`config.mk`:
```
export PLATFORM = sky130hd
export DESIGN_NAME = uart_tx_arbiter
export DESIGN_NICKNAME = d
export VERILOG_FILES = /design/src/rtl/uart_tx_arbiter.sv
export SDC_FILE = /design/constraint.sdc
export NUM_CORES = 1
export LEC_CHECK = 0
export BUFFER_PORTS_ARGS = -buffer_cell sky130_fd_sc_hd__clkbuf_2
export CORE_MARGIN = 5
export CORE_UTILIZATION = 43
export DETAILED_ROUTE_END_ITERATION = 16
export PLACE_DENSITY_LB_ADDON = 0.3
export SYNTH_ARGS = -nofsm -noshare
export SYNTH_HDL_FRONTEND = slang
export SYNTH_SLANG_ARGS = --single-unit
```
`constraint.sdc`:
```
create_clock -name clk -period 1.9 [get_ports clk]
set_input_delay 0.19 -clock clk [delete_from_list [all_inputs] [get_ports clk]]
set_output_delay 0.19 -clock clk [all_outputs]
set_load 0.05 [all_outputs]
```
`src/rtl/uart_tx_arbiter.sv`:
```
// uart_tx_arbiter: round-robin frame arbiter in front of one uart_tx.
// Holds one requester for a whole frame and sequences start/busy.
module uart_tx_arbiter #(
  parameter int NUM_CH      = 4,
  parameter int ACK_TIMEOUT = 16,
  localparam int GW = $clog2(NUM_CH),
  localparam int CW = $clog2(ACK_TIMEOUT) + 1
) (
  input  logic                  clk,
  input  logic                  reset,
  input  logic [NUM_CH-1:0]     req_valid,
  input  logic [8*NUM_CH-1:0]   req_data,
  input  logic [NUM_CH-1:0]     req_last,
  output logic [NUM_CH-1:0]     req_ready,
  output logic [7:0]            tx_data,
  output logic                  tx_start,
  input  logic                  tx_busy,
  output logic [GW-1:0]         grant_id,
  output logic                  active,
  output logic                  timeout_err
);

  localparam logic [1:0] S_IDLE  = 2'd0;
  localparam logic [1:0] S_FETCH = 2'd1;
  localparam logic [1:0] S_START = 2'd2;
  localparam logic [1:0] S_WAIT  = 2'd3;

  logic [1:0]    state_q, state_d;
  logic [GW-1:0] grant_q, grant_d;
  logic [GW-1:0] rr_q, rr_d;
  logic          active_q, active_d;
  logic [7:0]    data_q, data_d;
  logic          start_q, start_d;
  logic          last_q, last_d;
  logic [CW-1:0] cnt_q, cnt_d;
  logic          terr_q, terr_d;

  logic          any_req;
  logic [GW-1:0] win;
  logic          g_valid;
  logic          g_last;
  logic [7:0]    g_data;
  logic          byte_done;
  logic [GW-1:0] rr_next;

  // (a + k) mod NUM_CH, safe for non-power-of-two channel counts
  function automatic logic [GW-1:0] add_mod(
    input logic [GW-1:0] a,
    input int            k
  );
    logic [GW:0] s;
    s = {1'b0, a} + (GW+1)'(k);
    if (s >= (GW+1)'(NUM_CH)) begin
      s = s - (GW+1)'(NUM_CH);
    end
    return s[GW-1:0];
  endfunction

  assign rr_next = add_mod(grant_q, 1);

  // First valid requester searching upward from rr_q with wrap
  always_comb begin
    logic [GW-1:0] cand;
    any_req = 1'b0;
    win     = rr_q;
    cand    = rr_q;
    for (int k = 0; k < NUM_CH; k++) begin
      cand = add_mod(rr_q, k);
      for (int j = 0; j < NUM_CH; j++) begin
        if (!any_req && cand == GW'(j)
            && req_valid[j]) begin
          any_req = 1'b1;
          win     = cand;
        end
      end
    end
  end

  // Select byte, valid and last of the locked channel
  always_comb begin
    g_valid = 1'b0;
    g_last  = 1'b0;
    g_data  = '0;
    for (int k = 0; k < NUM_CH; k++) begin
      if (grant_q == GW'(k)) begin
        g_valid = req_valid[k];
        g_last  = req_last[k];
        g_data  = req_data[8*k +: 8];
      end
    end
  end

  // Ready only toward the locked channel while fetching
  always_comb begin
    req_ready = '0;
    for (int k = 0; k < NUM_CH; k++) begin
      req_ready[k] = (state_q == S_FETCH)
                   && (grant_q == GW'(k))
                   && req_valid[k];
    end
  end

  // Frame sequencing: grant, fetch, start handshake, wait
  always_comb begin
    state_d   = state_q;
    grant_d   = grant_q;
    rr_d      = rr_q;
    active_d  = active_q;
    data_d    = data_q;
    last_d    = last_q;
    cnt_d     = cnt_q;
    terr_d    = 1'b0;
    byte_done = 1'b0;
    unique case (state_q)
      S_IDLE: begin
        if (any_req) begin
          grant_d  = win;
          active_d = 1'b1;
          state_d  = S_FETCH;
        end
      end
      S_FETCH: begin
        if (g_valid) begin
          data_d  = g_data;
          last_d  = g_last;
          cnt_d   = '0;
          state_d = S_START;
        end
      end
      S_START: begin
        if (tx_busy) begin
          state_d = S_WAIT;
        end else if (cnt_q == CW'(ACK_TIMEOUT-1)) begin
          terr_d    = 1'b1;
          byte_done = 1'b1;
        end else begin
          cnt_d = cnt_q + 1'b1;
        end
      end
      S_WAIT: begin
        if (!tx_busy) begin
          byte_done = 1'b1;
        end
      end
      default: begin
        state_d = S_IDLE;
      end
    endcase
    if (byte_done) begin
      if (last_q) begin
        rr_d     = rr_next;
        active_d = 1'b0;
        state_d  = S_IDLE;
      end else begin
        state_d = S_FETCH;
      end
    end
    start_d = (state_d == S_START);
  end

  // State and registered outputs, synchronous reset
  always_ff @(posedge clk) begin
    if (reset) begin
      state_q  <= S_IDLE;
      grant_q  <= '0;
      rr_q     <= '0;
      active_q <= 1'b0;
      data_q   <= '0;
      start_q  <= 1'b0;
      last_q   <= 1'b0;
      cnt_q    <= '0;
      terr_q   <= 1'b0;
    end else begin
      state_q  <= state_d;
      grant_q  <= grant_d;
      rr_q     <= rr_d;
      active_q <= active_d;
      data_q   <= data_d;
      start_q  <= start_d;
      last_q   <= last_d;
      cnt_q    <= cnt_d;
      terr_q   <= terr_d;
    end
  end

  assign tx_data     = data_q;
  assign tx_start    = start_q;
  assign grant_id    = grant_q;
  assign active      = active_q;
  assign timeout_err = terr_q;

endmodule

```
; ---- Word-level counts from Yosys, hierarchy flattened
; Index checks and enable logic that the tools add are counted.
[totals]
inputBits = 43
out_inout_bits = 17
ff_bits = 23
wordCells = 181
[op_classes]
eq_ne = 23
mux = 67
bitwise = 1
n_addsub = 10
reduce_logical = 66
n_lt_le_gt_ge = 5
[ops]
columns = operator, count
row1 = 2-bit 2-to-1 mux, 25
row2 = 1-bit logical AND, 39
row3 = 1-bit 2-to-1 mux, 32
row4 = 8-bit 2-to-1 mux, 4
row5 = "2-bit equality test, second input constant", 13
row6 = 1-bit logical NOT, 15
row7 = 5-bit 2-to-1 mux, 3
row8 = "2-bit by 1-bit equality test with 1-bit output, second input constant", 6
row9 = "3-bit greater-or-equal comparator, second input constant", 4
row10 = 2-bit logical NOT, 6
row11 = 5-bit case mux with 2 select lines, 1
row12 = "2-bit by 1-bit subtractor with 2-bit output, second input constant", 5
row13 = "2-bit by 1-bit adder with 3-bit output, second input constant", 2
row14 = "2-bit by 2-bit adder with 3-bit output, second input constant", 2
row15 = "2-bit != test, second input constant", 3
row16 = 2-bit case mux with 3 select lines, 1
row17 = 2-bit AND reduction, 3
row18 = "5-bit by 1-bit adder with 5-bit output, second input constant", 1
row19 = "5-bit by 4-bit equality test with 1-bit output, second input constant", 1
row20 = 4-bit AND reduction, 1
row21 = "2-bit by 3-bit greater-or-equal comparator with 1-bit output, second input constant", 1
row22 = 1-bit case mux with 2 select lines, 1
row23 = 2-bit nonzero test, 1
row24 = 2-bit OR reduction, 1
row25 = 1-bit inverter, 1

; ---- Depth between registers and ports, before layout
; Gate-level depths: netlist of run 1.
[logic_depth]
word_depth = 69
ltp_mapped = 8

; ---- Worst setup path after synthesis of run 1
; OpenSTA, ideal clock, no wires.
[synth_timing]
path_type = flip-flop to output port
start = register grant_q[1] (netlist: grant_id[1])
end = output req_ready[2]
t_arrival_ns = 2.166
path_slack_ns = -0.456
path_stages_with_launch = 6
required_time_ns = 1.710
cell_sequence = dfxtp_1 -> ha_1 -> clkbuf_1 -> clkbuf_1 -> nand2_1 -> nor2_1
[synth_between]
elab_chain_len = 3
[synth_rtl]
columns = item, line_no
row1 = from (decl), 29  ; logic [GW-1:0] grant_q, grant_d;
row2 = from (signal assigned), 175  ; grant_q <= grant_d;
row3 = 2-bit equality test, 98  ; && (grant_q == GW'(k))
row4 = 1-bit logical AND, 98
row5 = 1-bit logical AND, 99  ; && req_valid[k];
row6 = to (decl), 14  ; output logic [NUM_CH-1:0] req_ready,
; Every way passes these cells.

; ---- Final worst setup path of run 1
[layout_timing]
start = register rr_q[1]
end = register grant_q[0] (netlist: grant_id[0])
[layout_between]
elab_chain_len = 66
[layout_rtl]
columns = item, line_no
row1 = from (decl), 30  ; logic [GW-1:0] rr_q, rr_d;
row2 = from (signal assigned), 176  ; rr_q <= rr_d;
row3 = 2-bit by 3-bit greater-or-equal comparator with 1-bit output / 2-bit by 1-bit subtractor with 2-bit output (equally long branches), "53, 54"
row4 = 2-bit 2-to-1 mux, 53  ; if (s >= (GW+1)'(NUM_CH)) begin
row5 = 2-bit logical NOT, 70  ; if (!any_req && cand == GW'(j)
row6 = 1-bit logical AND, 71  ; && req_valid[j]) begin
row7 = 1-bit 2-to-1 mux, 70
row8 = 1-bit logical NOT, 70
row9 = 1-bit logical AND, 70
row10 = 1-bit logical AND, 71
row11 = [50 not listed], n/a
row12 = 1-bit logical AND, 70
row13 = 1-bit logical AND, 71
row14 = 1-bit 2-to-1 mux, 70
row15 = 1-bit logical NOT, 70
row16 = 1-bit logical AND, 70
row17 = 1-bit logical AND, 71
row18 = 1-bit 2-to-1 mux, 70
row19 = 2-bit AND reduction (no source line), n/a
; Several ways; a longest one is shown, not always the timed one.
; A chain may end at the register's enable or synchronous reset.

==> reports/metrics.cfg, run 1 <==
[finish]
final.fill_count=335
finalNetCount=310
fin_cells=302
drive_gt1_share_pct=42.2
diodes=0
final_util_pct=62.4
syn2layout_area_growth_pct=39.1

[critical_path]
max_stage_delay_ns=0.40
crit_path_top_delay_cell=dfxtp_4
critPathTopFamily=compound AO/OA/AOI/OAI gates
r2r_end=grant_id[0]
critPathMaxFanout=4
ff2ff_path_depth=8
r2r-start=rr_q[1]
crit_chain=inv_4, ha_4, buf_4, a222oi_1, o22ai_1, a21oi_1, o21ai_0, a311oi_2
worstPathArrival_ns=2.20
cp-start-kind=register
path_buf_inv=2
r2r_slack_ns=-0.09
end_kind=register
endpoint=grant_id[0]
required_ns=2.11
cp-startpoint=rr_q[1]
cp.depth=8
crit_type=register to register

[yosys]
ys.warnings.count=0
synth_edf_count=0
ys.flop_type=dfxtp_1
async_flop_share_pct=0
synth-seq-area-share_pct=30.5
ys_types=40
yosysTopAreaCellShare_pct=30.5
syn_inst=187
syn_nets=240
postSynthAreaPerCell_um2=8.06
synth_area_leader_cell=dfxtp_1
ys_ff_latch=23
synth.area.top_cells=dfxtp_1 31%, ha_1 8.3%, a21oi_1 6.0%
syn_area_um2=1510

[pwr]
p_sw_w=0.00102
cellPowerDensity_nw_per_um2=1040
vdd_ir_drop_max_mv=0.391
pwr-share-comb_pct=59.4
seqPwrFrac_pct=30.3
intPower_w=0.00116
swShare_pct=46.9
clkPwrFrac_pct=10.3
power_leakage_nw=0.879

[routing]
drtIter0Drc=96
dr_total_vias=1677
dr.pass1.iters=5
ant_nets=0
wl_um=4220
drc_errors=0
via_per_inst=5.55
wire_per_inst_um=14.0

[status]
status=finished, violations left
violations=negative setup slack

[clock_tree]
h-tree-depth=1
cts_tree=done
numCtsBuffers=3
hold_buffers=0
clk_latency_ns=0.31
cts_root_buf=clkbuf_4
clockBufferDepth=2
clk_pin_slew_ns=0.13
clock_sinks=23

[timing]
hold_viol=0
setup_viol=1
fin_ws_ns=-0.0894
max_freq_ghz=0.503
maxSlewHeadroom_pct=67.6
finalCritPeriodShare_pct=105
final_max_slew_viol_count=0
fin_crit_ns=1.99
rsz0062_at_grt=yes
fin_skew_ns=0.0114
worst_pin_slew_ns=0.486

[placed_design]
place_congestion=0.872
port_buffers=59
dp.cells=294
hpwl_um=3170
place_ws_ns=-0.0322

[die]
dieArea_um2=4790
core_um2=3360
die_h_um=69.2
io_pins=60
rows=21
initial_core_util_pct=44.8
die_w_um=69.2

[global_routing]
grt_pass1_vias=1527
antenna_found_initial=0
gr-total-overflow=0
grt_pass1_wl_um=6950
grtUsageTotal_pct=16.8
grt_max_degree=23

[job]
max-cap-violations=0

[min_path]
holdCritPathClass=input pin to register
hold_start=req_data[31]

==> what timing repair did <==
item                                   CTS  global route
setup buffers                            0             2
gates resized for setup                  8            22
gates cloned                             0             2
endpoints found under the hold margin    0             0
setup endpoints to repair                5            19
pin swaps                                6             7
==> cells in the final DEF (no fill, tap or decap), types with 2 or more instances in the layout <==
cell type	netlist	routed
a311oi_2	1	2
dfxtp_1	23	19
buf_4	0	17
a222oi_1	3	3
nand2b_1	4	4
a211oi_1	10	10
nand3_1	2	2
nand2_1	9	9
a21oi_1	18	17
ha_1	10	2
nor3_1	14	14
clkbuf_4	0	5
ha_2	0	3
o21ai_0	2	2
a31oi_1	2	2
xor2_1	2	2
nor2b_1	10	9
clkbuf_2	0	58
nor2_2	0	2
a221oi_1	9	9
dfxtp_4	0	4
ha_4	0	5
nor2_1	23	21
and2_1	2	2
inv_1	6	2
inv_2	0	3
o21a_1	2	2
a22oi_1	5	5
==> power by group through the flow <==
stage / clock network, W / logic [W] / registers (W)
detailed placement: 0 / 0.00119 / 0.000669
global route: 0.000257 / 0.00143 / 0.000678
finish: 0.000224 / 0.00130 / 0.000662
global placement: 0 / 0.00119 / 0.000667
CTS: 0.000231 / 0.00120 / 0.000657
floorplan: 0 / 0.000653 / 0.000905
==> cell type report <==
cell class | instances | area [µm²] | area share, %
sequential | 23 | 475 | 22.7
tap | 46 | 57.6 | 2.74
clock buffer | 3 | 22.5 | 1.07
multi-input combinational | 145 | 1070 | 50.9
inverter | 6 | 25.0 | 1.19
clock inverter | 1 | 5.00 | 0.239
timing repair buffer | 78 | 444 | 21.2
==> worst min-delay path by stage <==
stage | cells past startpoint | slack, ns | endpoint
2_1_floorplan | 1 | 0.27 | state_q[1]
3_3_place_gp | 2 | 0.48 | active
3_5_place_dp | 1 | 0.48 | rr_q[0]
4_1_cts | 3 | 0.18 | tx_data[7]
5_1_grt | 3 | 0.20 | tx_data[5]
6_report | 3 | 0.19 | tx_data[7]
==> worst register-to-register path: stages (launching register included) <==
cell	delay [ns]
dfxtp_4	0.40
inv_4	0.06
ha_4	0.16
buf_4	0.13
a222oi_1	0.33
o22ai_1	0.18
a21oi_1	0.23
o21ai_0	0.14
a311oi_2	0.28
==> routing by layer <==
| metal | GRT usage, % | routed length (µm) | share of wire, % | vias up |
|---|---|---|---|---|
| li1 | - | - | - | 839 |
| met1 | 24.4 | 2000 | 47 | 768 |
| met2 | 24.8 | 1920 | 46 | 62 |
| met3 | 2.32 | 221 | 5.2 | 8 |
| met4 | 6.72 | 74 | 1.8 | 0 |
| met5 | 0 | 0 | 0 | - |
==> Yosys cell counts (4+ instances only) <==
master	instances
ha_1	10
clkbuf_1	9
dfxtp_1	23
nor2b_1	10
nor2_1	23
nand2_1	9
nor3_1	14
a22oi_1	5
a211oi_1	10
a221oi_1	9
inv_1	6
a21oi_1	18
nand2b_1	4
==> logic make-up (layout without fill, tap and decap cells) <==
logic type	count (synthesis)	count (layout)	share of synthesized area, %
and+or+nand+nor	71	71	23.2
AOI/OAI and AO/OA	61	61	30.6
DFF	23	23	30.5
buffers and inverters	19	88	5.48
adders and majority gates	10	10	8.30
xor gates and xnor gates	2	2	1.16
muxes	1	1	0.664
==> flip-flops by register name, summed over array words and instances (netlist names) <==
name / count
tx_data: 8
cnt_q: 5
grant_id: 2
rr_q: 2
state_q: 2
active: 1
last_q: 1
timeout_err: 1
tx_start: 1
==> stage by stage <==
step | setup TNS [ns] | hold slack, ns | total power (W) | instance area, µm²
3_3_place_gp | 0 | 0.479 | 0.00185 | 1930
5_1_grt | -0.428 | 0.195 | 0.00236 | 2100
6_report | -0.0894 | 0.192 | 0.00218 | 2100
2_1_floorplan | -0.130 | 0.267 | 0.00156 | 1530
4_1_cts | 0 | 0.185 | 0.00209 | 1980
3_5_place_dp | -0.102 | 0.476 | 0.00186 | 1930
(Power assumes the default switching activity.)
==> run 2: changes to the inputs <==
Settings changed: CELL_PAD_IN_SITES_DETAIL_PLACEMENT from default to 1, CELL_PAD_IN_SITES_GLOBAL_PLACEMENT from default to 1, CORE_UTILIZATION 43 to 31.
==> run 2 against run 1 <==
  * The flow still finishes with violations (negative setup slack)
  * Critical path depth is the same
  * Utilization shrank 12 points
  * Non-clock buffer count up 13
  * Sequential share of layout area down 2.6 points
  * Via count increased by 4.1%
  * Sequential power grew 2%
  * Clock skew shrank 0.0060 ns
  * First-iteration DRC count shrank 14%
  * Global-route usage fell by 0.93 points
  * Critical endpoint is now last_q
  * Largest cell class unchanged
==> reports/metrics.cfg, run 2 (synthesis results as in run 1) <==
[status]
status=finished, violations left
violations=negative setup slack

[clock_tree]
cts_root_buf=clkbuf_8
cts_tree=done
clk_latency_ns=0.26
clockBufferDepth=2
numCtsBuffers=3
clock_sinks=23
h-tree-depth=1
hold_buffers=0
clk_pin_slew_ns=0.08

[global_routing]
gr-total-overflow=0
grt_max_degree=23
antenna_found_initial=0
grt_pass1_wl_um=8140
grt_pass1_vias=1737
grtUsageTotal_pct=15.9

[routing]
via_per_inst=5.20
wl_um=5500
dr_total_vias=1746
wire_per_inst_um=16.4
dr.pass1.iters=4
drtIter0Drc=83
ant_nets=0
drc_errors=0

[timing]
worst_pin_slew_ns=0.561
setup_viol=5
maxSlewHeadroom_pct=62.6
rsz0062_at_grt=yes
final_max_slew_viol_count=0
whs_ns=0.298
fin_ws_ns=-0.0574
finalCritPeriodShare_pct=103
max_freq_ghz=0.511
fin_crit_ns=1.96
hold_viol=0
fin_skew_ns=0.00537

[placed_design]
place_ws_ns=-0.212
place_congestion=0.847
port_buffers=59
hpwl_um=3930

[min_path]
min_path_cells=3
holdCritPathClass=input pin to register

[die]
rows=25
die_h_um=79.7
die_w_um=79.7
io_pins=60
initial_core_util_pct=31.9
dieArea_um2=6360
core_um2=4720

[finish]
finalNetCount=323
final_cell_mix=58 x clkbuf_2, 26 x buf_4, 18 x dfxtp_1, 15 x nor2_1, 14 x a21oi_1
largest_reg_flops=8
diodes=0
drive_gt1_share_pct=52.8
syn2layout_area_growth_pct=57.2
final_common_cell=clkbuf_2

[critical_path]
crit_type=register to register
critPathMaxFanout=5
required_ns=2.06
cp-start-kind=register
r2r_end=last_q
ff2ff_path_depth=8
cp-startpoint=grant_id[1]
end_kind=register
worstPathArrival_ns=2.12
r2r_slack_ns=-0.06
endpoint=last_q
r2r-start=grant_id[1]

[pwr]
power_leakage_nw=0.977
vdd_ir_drop_max_mv=0.361
intPower_w=0.00137
cellPowerDensity_nw_per_um2=1080
swShare_pct=46.8
seqPwrFrac_pct=26.4
p_sw_w=0.00120
clkPwrFrac_pct=11.9
totalPowerFinal_w=0.00257
pwr-share-comb_pct=61.7

[job]
max-cap-violations=0

-- run 2: how the worst min path moves through the flow --
stage | from | endpoint | slack, ns
floorplan | reset | state_q[1] | 0.27
global placement | cnt_q[4] | cnt_q[4] | 0.49
detailed placement | tx_data[5] | tx_data[5] | 0.50
CTS | req_data[24] | tx_data[0] | 0.28
global route | req_data[30] | tx_data[6] | 0.31
finish | req_data[30] | tx_data[6] | 0.30
-- run 2: power by group through the flow --
| stage | clock network, W | registers [W] | logic (W) |
|---|---|---|---|
| after floorplan | 0 | 0.000905 | 0.000653 |
| after CTS | 0.000303 | 0.000658 | 0.00136 |
| final | 0.000306 | 0.000678 | 0.00158 |
| after global routing | 0.000332 | 0.000694 | 0.00172 |
| after global placement | 0 | 0.000668 | 0.00127 |
| after detailed placement | 0 | 0.000671 | 0.00129 |
-- run 2: stage by stage --
step	instances	instance area [µm²]	TNS [ns]	utilization, %
after CTS	332	2160	-0.239	45.8
after global placement	323	2020	-0.0392	42.8
after floorplan	187	1530	-0.130	-
final	336	2370	-0.126	50.2
after detailed placement	323	2020	-0.555	42.8
after global routing	336	2370	-1.11	50.2
-- run 2: metal layers --
layer	global-route usage [%]	wire, µm	vias up
li1	-	-	861
met1	20.8	2490	852
met2	27.1	2800	27
met3	1.69	120	6
met4	5.07	78	0
met5	0	0	-
-- run 2: final cells by class --
class / count / area, µm²
fillers: 584 / 2350
clock buffers: 4 / 45.0
well taps: 67 / 83.8
repair buffers: 91 / 557
flip-flops and latches: 23 / 477
multi-input cells: 145 / 1180
inverters: 6 / 30.0
-- run 2: what timing repair did --
action | 4_1_cts | 5_1_grt
cloned | 2 | 1
setup endpoints to repair | 14 | 22
gates resized for setup | 18 | 44
pin swaps | 6 | 20
buffers inserted | 3 | 3
-- run 2: critical path: stages, from the launching register on --
cell      delay [ns]
dfxtp_4         0.38
inv_4           0.05
ha_4            0.16
nand3b_1        0.16
a221o_1         0.40
a21oi_4         0.26
buf_6           0.16
nor2_1          0.05
a211oi_1        0.25
